===== config.mk =====
export PLATFORM = sky130hd
export DESIGN_NAME = mem_access_stage_flat
export DESIGN_NICKNAME = d
export VERILOG_FILES = /design/src/rtl/mem_access_stage_if.sv /design/src/rtl/mem_access_stage.sv /design/src/flat_wrapper.sv
export SDC_FILE = /design/constraint.sdc
export NUM_CORES = 1
export LEC_CHECK = 0
export ABC_AREA = 1
export ABC_CLOCK_PERIOD_IN_PS = 10600
export CORE_MARGIN = 8
export CORE_UTILIZATION = 52
export CTS_BUF_LIST = sky130_fd_sc_hd__clkbuf_16
export CTS_CLUSTER_DIAMETER = 30
export CTS_CLUSTER_SIZE = 24
export DETAILED_ROUTE_END_ITERATION = 7
export PLACE_DENSITY = 0.81
export SLEW_MARGIN = 20
export SYNTH_ARGS = -nofsm -noshare
export SYNTH_HDL_FRONTEND = slang
export SYNTH_SLANG_ARGS = --single-unit

===== constraint.sdc =====
create_clock -name clk -period 10.6 [get_ports clk]
set_input_delay 1.06 -clock clk [delete_from_list [all_inputs] [get_ports clk]]
set_output_delay 1.06 -clock clk [all_outputs]
set_load 0.01 [all_outputs]

===== src/rtl/mem_access_stage_if.sv =====
// Bundle of execute-side, RAM-side and write-back signals of the memory-access stage.
// The stage itself connects through the master modport.
interface mem_access_stage_if #(
  parameter int ADDR_WIDTH = 32
);
  logic                  ex_valid;
  logic [3:0]            ex_memop;
  logic [31:0]           ex_addr;
  logic [31:0]           ex_sdata;
  logic [4:0]            ex_wa;
  logic [31:0]           ex_wn;
  logic                  ex_we;
  logic [7:0]            ram_din;
  logic [ADDR_WIDTH-1:0] ram_a;
  logic [7:0]            ram_dout;
  logic                  ram_wr;
  logic                  stall_req;
  logic [4:0]            wb_wa;
  logic [31:0]           wb_wn;
  logic                  wb_we;

  modport master (
    input  ex_valid, ex_memop, ex_addr, ex_sdata, ex_wa, ex_wn, ex_we, ram_din,
    output ram_a, ram_dout, ram_wr, stall_req, wb_wa, wb_wn, wb_we
  );

  modport slave (
    output ex_valid, ex_memop, ex_addr, ex_sdata, ex_wa, ex_wn, ex_we, ram_din,
    input  ram_a, ram_dout, ram_wr, stall_req, wb_wa, wb_wn, wb_we
  );
endinterface


===== src/rtl/mem_access_stage.sv =====
// Memory-access stage: byte-serial loads/stores over an 8-bit RAM bus,
// load extension, and the registered write-back triple for the register file.
module mem_access_stage #(
  parameter int ADDR_WIDTH = 32
) (
  input  logic               clk,
  input  logic               rst,
  mem_access_stage_if.master bus
);

  typedef enum logic [1:0] {IDLE, RD, WR, DONE} state_t;

  localparam logic [3:0] OP_LB  = 4'd1;
  localparam logic [3:0] OP_LH  = 4'd2;
  localparam logic [3:0] OP_LBU = 4'd4;
  localparam logic [3:0] OP_LHU = 4'd5;
  localparam logic [3:0] OP_SB  = 4'd6;
  localparam logic [3:0] OP_SH  = 4'd7;

  function automatic logic op_is_load(input logic [3:0] op);
    return (op >= 4'd1) && (op <= 4'd5);
  endfunction

  function automatic logic op_is_store(input logic [3:0] op);
    return (op >= 4'd6) && (op <= 4'd8);
  endfunction

  function automatic logic [2:0] op_bytes(input logic [3:0] op);
    case (op)
      OP_LB, OP_LBU, OP_SB: return 3'd1;
      OP_LH, OP_LHU, OP_SH: return 3'd2;
      default:              return 3'd4;
    endcase
  endfunction

  function automatic logic [7:0] byte_sel(input logic [31:0] w, input logic [1:0] i);
    case (i)
      2'd0:    return w[7:0];
      2'd1:    return w[15:8];
      2'd2:    return w[23:16];
      default: return w[31:24];
    endcase
  endfunction

  function automatic logic [31:0] extend_load(input logic [3:0] op, input logic [31:0] raw);
    logic signed [31:0] ext;
    case (op)
      OP_LB:   ext = $signed({{24{raw[7]}}, raw[7:0]});
      OP_LH:   ext = $signed({{16{raw[15]}}, raw[15:0]});
      OP_LBU:  ext = $signed({24'd0, raw[7:0]});
      OP_LHU:  ext = $signed({16'd0, raw[15:0]});
      default: ext = $signed(raw);
    endcase
    return ext;
  endfunction

  state_t                state_q, state_d;
  logic [2:0]            cnt_q, cnt_d;
  logic [31:0]           cap_q, cap_d;
  logic [3:0]            op_q;
  logic [ADDR_WIDTH-1:0] addr_q;
  logic [31:0]           sdata_q;
  logic [4:0]            wa_q;
  logic                  we_q;

  logic [ADDR_WIDTH-1:0] ram_a_q, ram_a_d;
  logic [7:0]            ram_dout_q, ram_dout_d;
  logic                  ram_wr_q, ram_wr_d;
  logic [4:0]            wb_wa_q, wb_wa_d;
  logic [31:0]           wb_wn_q, wb_wn_d;
  logic                  wb_we_q, wb_we_d;

  logic                  latch_en;
  logic                  stall;
  logic [2:0]            nbytes;
  logic [1:0]            idx;
  logic [1:0]            nidx;

  always_comb begin
    state_d    = state_q;
    cnt_d      = cnt_q;
    cap_d      = cap_q;
    ram_a_d    = ram_a_q;
    ram_dout_d = ram_dout_q;
    ram_wr_d   = 1'b0;
    wb_wa_d    = wb_wa_q;
    wb_wn_d    = wb_wn_q;
    wb_we_d    = 1'b0;
    latch_en   = 1'b0;
    stall      = 1'b0;
    nbytes     = op_bytes(op_q);
    idx        = 2'(cnt_q - 3'd1);
    nidx       = 2'(cnt_q + 3'd1);

    case (state_q)
      IDLE: begin
        if (bus.ex_valid) begin
          if (op_is_load(bus.ex_memop)) begin
            stall    = 1'b1;
            latch_en = 1'b1;
            state_d  = RD;
            cnt_d    = 3'd0;
            ram_a_d  = bus.ex_addr[ADDR_WIDTH-1:0];
          end else if (op_is_store(bus.ex_memop)) begin
            stall      = 1'b1;
            latch_en   = 1'b1;
            state_d    = WR;
            cnt_d      = 3'd0;
            ram_a_d    = bus.ex_addr[ADDR_WIDTH-1:0];
            ram_dout_d = bus.ex_sdata[7:0];
            ram_wr_d   = 1'b1;
          end else begin
            wb_wa_d = bus.ex_wa;
            wb_wn_d = bus.ex_wn;
            wb_we_d = bus.ex_we;
          end
        end
      end
      RD: begin
        stall = 1'b1;
        // RAM data lags the address by one cycle, so cycle cnt captures byte cnt-1
        if (cnt_q != 3'd0) begin
          case (idx)
            2'd0:    cap_d[7:0]   = bus.ram_din;
            2'd1:    cap_d[15:8]  = bus.ram_din;
            2'd2:    cap_d[23:16] = bus.ram_din;
            default: cap_d[31:24] = bus.ram_din;
          endcase
        end
        if (cnt_q == nbytes) begin
          state_d = DONE;
          wb_wa_d = wa_q;
          wb_wn_d = extend_load(op_q, cap_d);
          wb_we_d = we_q;
        end else begin
          cnt_d = cnt_q + 3'd1;
          if ((cnt_q + 3'd1) < nbytes) ram_a_d = addr_q + ADDR_WIDTH'(cnt_q + 3'd1);
        end
      end
      WR: begin
        stall = 1'b1;
        if (cnt_q == (nbytes - 3'd1)) begin
          state_d = DONE;
        end else begin
          cnt_d      = cnt_q + 3'd1;
          ram_a_d    = addr_q + ADDR_WIDTH'(cnt_q + 3'd1);
          ram_dout_d = byte_sel(sdata_q, nidx);
          ram_wr_d   = 1'b1;
        end
      end
      DONE: begin
        state_d = IDLE;
      end
      default: state_d = IDLE;
    endcase

    if (rst) stall = 1'b0;
  end

  always_ff @(posedge clk) begin
    if (rst) begin
      state_q    <= IDLE;
      cnt_q      <= 3'd0;
      cap_q      <= 32'd0;
      ram_a_q    <= '0;
      ram_dout_q <= 8'd0;
      ram_wr_q   <= 1'b0;
      wb_wa_q    <= 5'd0;
      wb_wn_q    <= 32'd0;
      wb_we_q    <= 1'b0;
    end else begin
      state_q    <= state_d;
      cnt_q      <= cnt_d;
      cap_q      <= cap_d;
      ram_a_q    <= ram_a_d;
      ram_dout_q <= ram_dout_d;
      ram_wr_q   <= ram_wr_d;
      wb_wa_q    <= wb_wa_d;
      wb_wn_q    <= wb_wn_d;
      wb_we_q    <= wb_we_d;
    end
  end

  // Transaction operands are held here so upstream changes during a stall have no effect
  always_ff @(posedge clk) begin
    if (latch_en) begin
      op_q    <= bus.ex_memop;
      addr_q  <= bus.ex_addr[ADDR_WIDTH-1:0];
      sdata_q <= bus.ex_sdata;
      wa_q    <= bus.ex_wa;
      we_q    <= bus.ex_we;
    end
  end

  assign bus.ram_a     = ram_a_q;
  assign bus.ram_dout  = ram_dout_q;
  assign bus.ram_wr    = ram_wr_q;
  assign bus.stall_req = stall;
  assign bus.wb_wa     = wb_wa_q;
  assign bus.wb_wn     = wb_wn_q;
  assign bus.wb_we     = wb_we_q;

endmodule


===== src/flat_wrapper.sv =====
// flat-port wrapper written by rule: the top's interface ports become plain ports
module mem_access_stage_flat 
#(
  parameter int ADDR_WIDTH = 32
)
  (clk, rst, bus_ex_valid, bus_ex_memop, bus_ex_addr, bus_ex_sdata, bus_ex_wa, bus_ex_wn, bus_ex_we, bus_ram_din, bus_ram_a, bus_ram_dout, bus_ram_wr, bus_stall_req, bus_wb_wa, bus_wb_wn, bus_wb_we);
  mem_access_stage_if #(.ADDR_WIDTH(ADDR_WIDTH)) bus_i ();
  input  logic clk;
  input  logic rst;
  input wire logic [$bits(bus_i.ex_valid)-1:0] bus_ex_valid;
  input wire logic [$bits(bus_i.ex_memop)-1:0] bus_ex_memop;
  input wire logic [$bits(bus_i.ex_addr)-1:0] bus_ex_addr;
  input wire logic [$bits(bus_i.ex_sdata)-1:0] bus_ex_sdata;
  input wire logic [$bits(bus_i.ex_wa)-1:0] bus_ex_wa;
  input wire logic [$bits(bus_i.ex_wn)-1:0] bus_ex_wn;
  input wire logic [$bits(bus_i.ex_we)-1:0] bus_ex_we;
  input wire logic [$bits(bus_i.ram_din)-1:0] bus_ram_din;
  output wire logic [$bits(bus_i.ram_a)-1:0] bus_ram_a;
  output wire logic [$bits(bus_i.ram_dout)-1:0] bus_ram_dout;
  output wire logic [$bits(bus_i.ram_wr)-1:0] bus_ram_wr;
  output wire logic [$bits(bus_i.stall_req)-1:0] bus_stall_req;
  output wire logic [$bits(bus_i.wb_wa)-1:0] bus_wb_wa;
  output wire logic [$bits(bus_i.wb_wn)-1:0] bus_wb_wn;
  output wire logic [$bits(bus_i.wb_we)-1:0] bus_wb_we;
  assign bus_i.ex_valid = bus_ex_valid;
  assign bus_i.ex_memop = bus_ex_memop;
  assign bus_i.ex_addr = bus_ex_addr;
  assign bus_i.ex_sdata = bus_ex_sdata;
  assign bus_i.ex_wa = bus_ex_wa;
  assign bus_i.ex_wn = bus_ex_wn;
  assign bus_i.ex_we = bus_ex_we;
  assign bus_i.ram_din = bus_ram_din;
  assign bus_ram_a = bus_i.ram_a;
  assign bus_ram_dout = bus_i.ram_dout;
  assign bus_ram_wr = bus_i.ram_wr;
  assign bus_stall_req = bus_i.stall_req;
  assign bus_wb_wa = bus_i.wb_wa;
  assign bus_wb_wn = bus_i.wb_wn;
  assign bus_wb_we = bus_i.wb_we;
  mem_access_stage #(.ADDR_WIDTH(ADDR_WIDTH)) u_core (.clk(clk), .rst(rst), .bus(bus_i));
endmodule

After elaboration in Yosys (flattened, before gate mapping)
Index checks and enable logic that the tools add are counted.
{"block": "totals", "register_bits": 190, "elab_cells": 124}
{"block": "op_classes", "add_sub_neg": 5, "n_lt_le_gt_ge": 5, "eq_ne": 25, "muxes": 57, "reduce_logical": 18}
{"operator": "32-bit 2-to-1 mux", "n": 11}
{"operator": "32-bit one-hot mux with 4 select lines", "n": 1}
{"operator": "32-bit one-hot mux with 3 select lines", "n": 1}
{"operator": "8-bit 2-to-1 mux", "n": 8}
{"operator": "32-bit one-hot mux with 2 select lines", "n": 1}
{"operator": "32-bit adder", "n": 1}
{"operator": "8-bit one-hot mux with 3 select lines", "n": 1}
{"operator": "5-bit 2-to-1 mux", "n": 4}
{"operator": "4-bit by 3-bit equality test with 1-bit output, second input constant", "n": 4}
{"operator": "8-bit one-hot mux with 2 select lines", "n": 1}
{"operator": "3-bit 2-to-1 mux", "n": 5}
{"operator": "5-bit AND reduction", "n": 3}
{"operator": "1-bit 2-to-1 mux", "n": 12}
{"operator": "2-bit 2-to-1 mux", "n": 5}
{"operator": "2-bit != test, second input constant", "n": 5}
{"operator": "5-bit one-hot mux with 2 select lines", "n": 1}
{"operator": "3-bit one-hot mux with 3 select lines", "n": 1}
{"operator": "3-bit OR reduction", "n": 3}
{"operator": "2-bit equality test, second input constant", "n": 4}
{"operator": "2-bit by 1-bit != test with 1-bit output, second input constant", "n": 4}
{"operator": "2-bit one-hot mux with 4 select lines", "n": 1}
{"operator": "2-bit by 1-bit equality test with 1-bit output, second input constant", "n": 3}
{"operator": "3-bit equality test", "n": 2}
{"operator": "2-bit logical NOT", "n": 3}
{"operator": "other kinds (20)", "n": 25}

Depth between registers and ports, before layout
{"block": "depth", "word_depth": 8, "depth_mapped": 20}

Worst setup path after synthesis
Ideal clock, no wire load.
{"block": "synth_path", "kind": "input to output", "from": "input bus_ex_memop[1]", "to": "output bus_stall_req", "t_arrival_ps": 7507, "t_required_ps": 9540, "setup_slack_ps": 2033, "path_stages": 7, "n_path_buf": 0, "cell_sequence": "a21oi_1 nand2_1 inv_1 nand2_1 a21boi_0 o21ai_0 nor2_1"}
{"block": "synth_between", "elab_chain_len": 7, "word_cells_on_any_way": 11}
{"element": "start: declaration", "line_no": "flat_wrapper.sv:11", "text": "input wire logic [$bits(bus_i.ex_memop)-1:0] bus_ex_memop;"}
{"element": "4-bit by 3-bit >= comparator with 1-bit output / 4-bit <= comparator (equally long branches)", "line_no": "mem_access_stage.sv:25", "text": "return (op >= 4'd6) && (op <= 4'd8);"}
{"element": "1-bit logical AND", "line_no": "mem_access_stage.sv:25"}
{"element": "1-bit 2-to-1 mux", "line_no": "mem_access_stage.sv:104", "text": "end else if (op_is_store(bus.ex_memop)) begin"}
{"element": "1-bit 2-to-1 mux (*)", "line_no": "mem_access_stage.sv:98", "text": "if (op_is_load(bus.ex_memop)) begin"}
{"element": "1-bit 2-to-1 mux (*)", "line_no": "mem_access_stage.sv:97", "text": "if (bus.ex_valid) begin"}
{"element": "1-bit one-hot mux with 2 select lines (*)", "line_no": "mem_access_stage.sv:95", "text": "case (state_q)"}
{"element": "1-bit 2-to-1 mux (*)", "line_no": "mem_access_stage.sv:157", "text": "if (rst) stall = 1'b0;"}
{"element": "end: declaration", "line_no": "flat_wrapper.sv:21", "text": "output wire logic [$bits(bus_i.stall_req)-1:0] bus_stall_req;"}
Every way passes the cells marked *; elsewhere a longest branch is shown, timed or not.

Worst setup path after layout
Ends and elaborated chain as after synthesis.

==> impl_metrics.tcl <==
set metrics [dict create \
    synth-adder-area-share_pct 2.76 \
    cpPeakStageDelay_ns 0.56 \
    grt_setup_unrepaired "no" \
    period_needed_ns 3.97 \
    synth_cell_type_count 41 \
    via_per_inst 5.36 \
    ctsResizeCount 0 \
    wl_per_cell_um 16.0 \
    cts.hold.buffers_added 0 \
    dr.pass1.iters 5 \
    slew_viol_final 0 \
    die_area_sq_mm 0.0225 \
    synth_top_cell_by_area "dfxtp_1" \
    cp_max_fo 3 \
    hold_viol 0 \
    ir_drop_v 0.000144 \
    synth_top_family_by_area "simple AND/OR/NAND/NOR gates" \
    grt_max_degree 75 \
    ant_nets 0 \
    hp-class "flip-flop to flip-flop" \
    die_w_um 150 \
    synth_seq_area_share_pct 48.7 \
    cap_violations 0 \
    syn_nets 1352 \
    final_cell_mix "379 x nand2_1, 195 x clkdlybuf4s50_1, 125 x nor2_1" \
    drt_iter0_markers 775 \
    pre_cts_ws_ns 6.61 \
    worst_pin_slew_ns 1.04 \
    path_delay_family "buffers and inverters" \
    synth-simple-area-share_pct 26.6 \
    slew_headroom_pct 31.0 \
    grt_pass1_vias 8549 \
    setup_viol 0 \
    outcome "finished, final reports clean" \
    cts.sinks 190 \
    synth_xor_area_share_pct 0.469 \
    cts-buffers-inserted 17 \
    layout_commonest_cell "nand2_1" \
    cts_buffer_depth 2 \
    drcViolationCount 0 \
    grt_use_total_pct 23.1 \
    globalRouteOverflowTotal 0 \
    power.total_mw 3.22 \
    placed_area_sq_mm 0.0114 \
    grt_pass1_wl_um 41800 \
    cts_tree "built" \
    synth_top_area_share_pct 24.9 \
    cts_setup_buffers 0 \
    crit_arrival_ns 2.91 \
    synth_area_sq_mm 0.00934 \
    drive_above_1_share_pct 4.74 \
    synth_ff_type "dfxtp_1" \
    coreArea_sq_mm 0.0178 \
    synthMuxAreaShare_pct 0.429 \
    setup_slack_ns 6.63 \
    cp_cell_sequence "clkdlybuf4s50_1 > a21oi_1 > nand2_1 > inv_1 > nand2_1 > a21boi_4 > o21ai_0 > nor2_1 > clkdlybuf4s50_1" \
    ys_top_cells_by_area "dfxtp_1 25%, edfxtp_1 24%, nand2_1 15%, a21oi_1 5.5%, nor2_1 5.0%" \
    async_flop_share_pct 0 \
    port_buffers 196 \
    ys_ff_latch 190 \
    leakage_nw 4.79 \
    synth_cells 1215 \
    hpwl_um 18500 \
    synth_edf_count 74 \
    initial_core_util_pct 52.5 \
    yosysWarnings 0 \
    power_density_mw_per_mm2 270 \
    num_vias 8707 \
    timing.critical_path.buf_inv 3 \
    grt_antenna_before_repair 2 \
    final_area_sq_mm 0.0119 \
    worst_path_max_delay_cell "clkdlybuf4s50_1" \
    fmax_mhz 252 \
    clock-skew-final_ns 0.0102 \
    clk_latency_ns 0.43 \
    cp-end-kind "output pin" \
    pin_count 197 \
    clkTransAtPathRegs_ns 0.07 \
    num_rows 49 \
    fin_util_pct 67.1 \
    finalCritPeriodShare_pct 37.5 \
    htree_levels 4 \
    nNetsFinal 1517 \
    timing.setup.tns_ns 0 \
    crit_required_ns 9.54 \
    gp_congestion 0.867 \
    cts-root-buf "clkbuf_16" \
    synth-compound-area-share_pct 13.8 \
    die_y_um 150 \
    syn_to_final_growth_pct 27.7 \
    wirelength_um 26000 \
    syn_avg_cell_area_sq_um 7.69 \
    critPathLaunchType "input port" \
    path_class "input port to output pin" \
]
## power breakdown
group	total [mW]	internal, mW	leakage (nW)	switching, mW
clock	0.631	0.348	0.292	0.283
sequential	1.10	0.979	1.64	0.118
combinational	1.50	0.596	2.86	0.902
## registers in the layout, indices dropped and copies added (netlist names), 3 cells and up
register	count
u_core.addr_q	32
u_core.bus.ram_a	32
u_core.bus.wb_wn	32
u_core.cap_q	32
u_core.sdata_q	32
u_core.bus.ram_dout	8
u_core.bus.wb_wa	5
u_core.wa_q	5
u_core.op_q	4
u_core.cnt_q	3
## area by class of cell
type / count / area (sq um)
clock buffers: 17 / 425
repair buffers: 203 / 2010
diodes: 1 / 2.50
clock inverters: 15 / 144
inverters: 103 / 388
multi-input cells: 865 / 4130
well taps: 229 / 287
fillers: 1492 / 5850
flip-flops and latches: 190 / 4540
## routing by layer
metal  track usage (%)  routed length, um  up-vias
met5                 0                 11        -
met4              9.45                777        2
met3              4.87               1760       57
met2              39.6              12600      297
met1              27.8              10800     4028
li1                  -                  -     4323
## synthesized netlist by cell type (all sizes together) (2+ instances only)
cell    count
nor2      129
o22ai       7
edfxtp     74
a21oi     106
mux2i       4
buf        28
inv       101
o21bai      4
nand3b      6
dfxtp     116
o211ai     34
xor2        3
xnor2       2
ha         19
nand3      54
nor3       11
clkbuf     29
o21ai      79
and2        4
nand2     388
clkinv      2
nand4      10
## tightest hold or removal path, cell delays in order (launching register included)
cell and delay (ns):
dfxtp_1 0.31, nand2_1 0.06, a21oi_1 0.05
## final timing paths
check	cells past startpoint	from	end	slack, ns
min	2	u_core.cap_q[25]	u_core.cap_q[25]	0.46
max	9	bus_ex_memop[1]	bus_stall_req	6.63
max reg2reg	15	u_core.op_q[1]	u_core.bus.wb_wn[9]	7.08
min reg2reg	2	u_core.cap_q[25]	u_core.cap_q[25]	0.46
## kinds of logic after synthesis
family | after synthesis
and+or+nand+nor | 603
AOI/OAI and AO/OA | 233
DFF | 190
buffers and inverters | 160
adders and majority gates | 20
xor gates and xnor gates | 5
muxes | 4
## through the flow
step	hold WS (ns)	std cells
finish	0.464	1623
global route	0.486	1623
CTS	0.466	1622
detailed placement	0.455	1590
global placement	0.449	1590
floorplan	0.442	1215
Note: power is estimated with default switching activity, not from simulation.
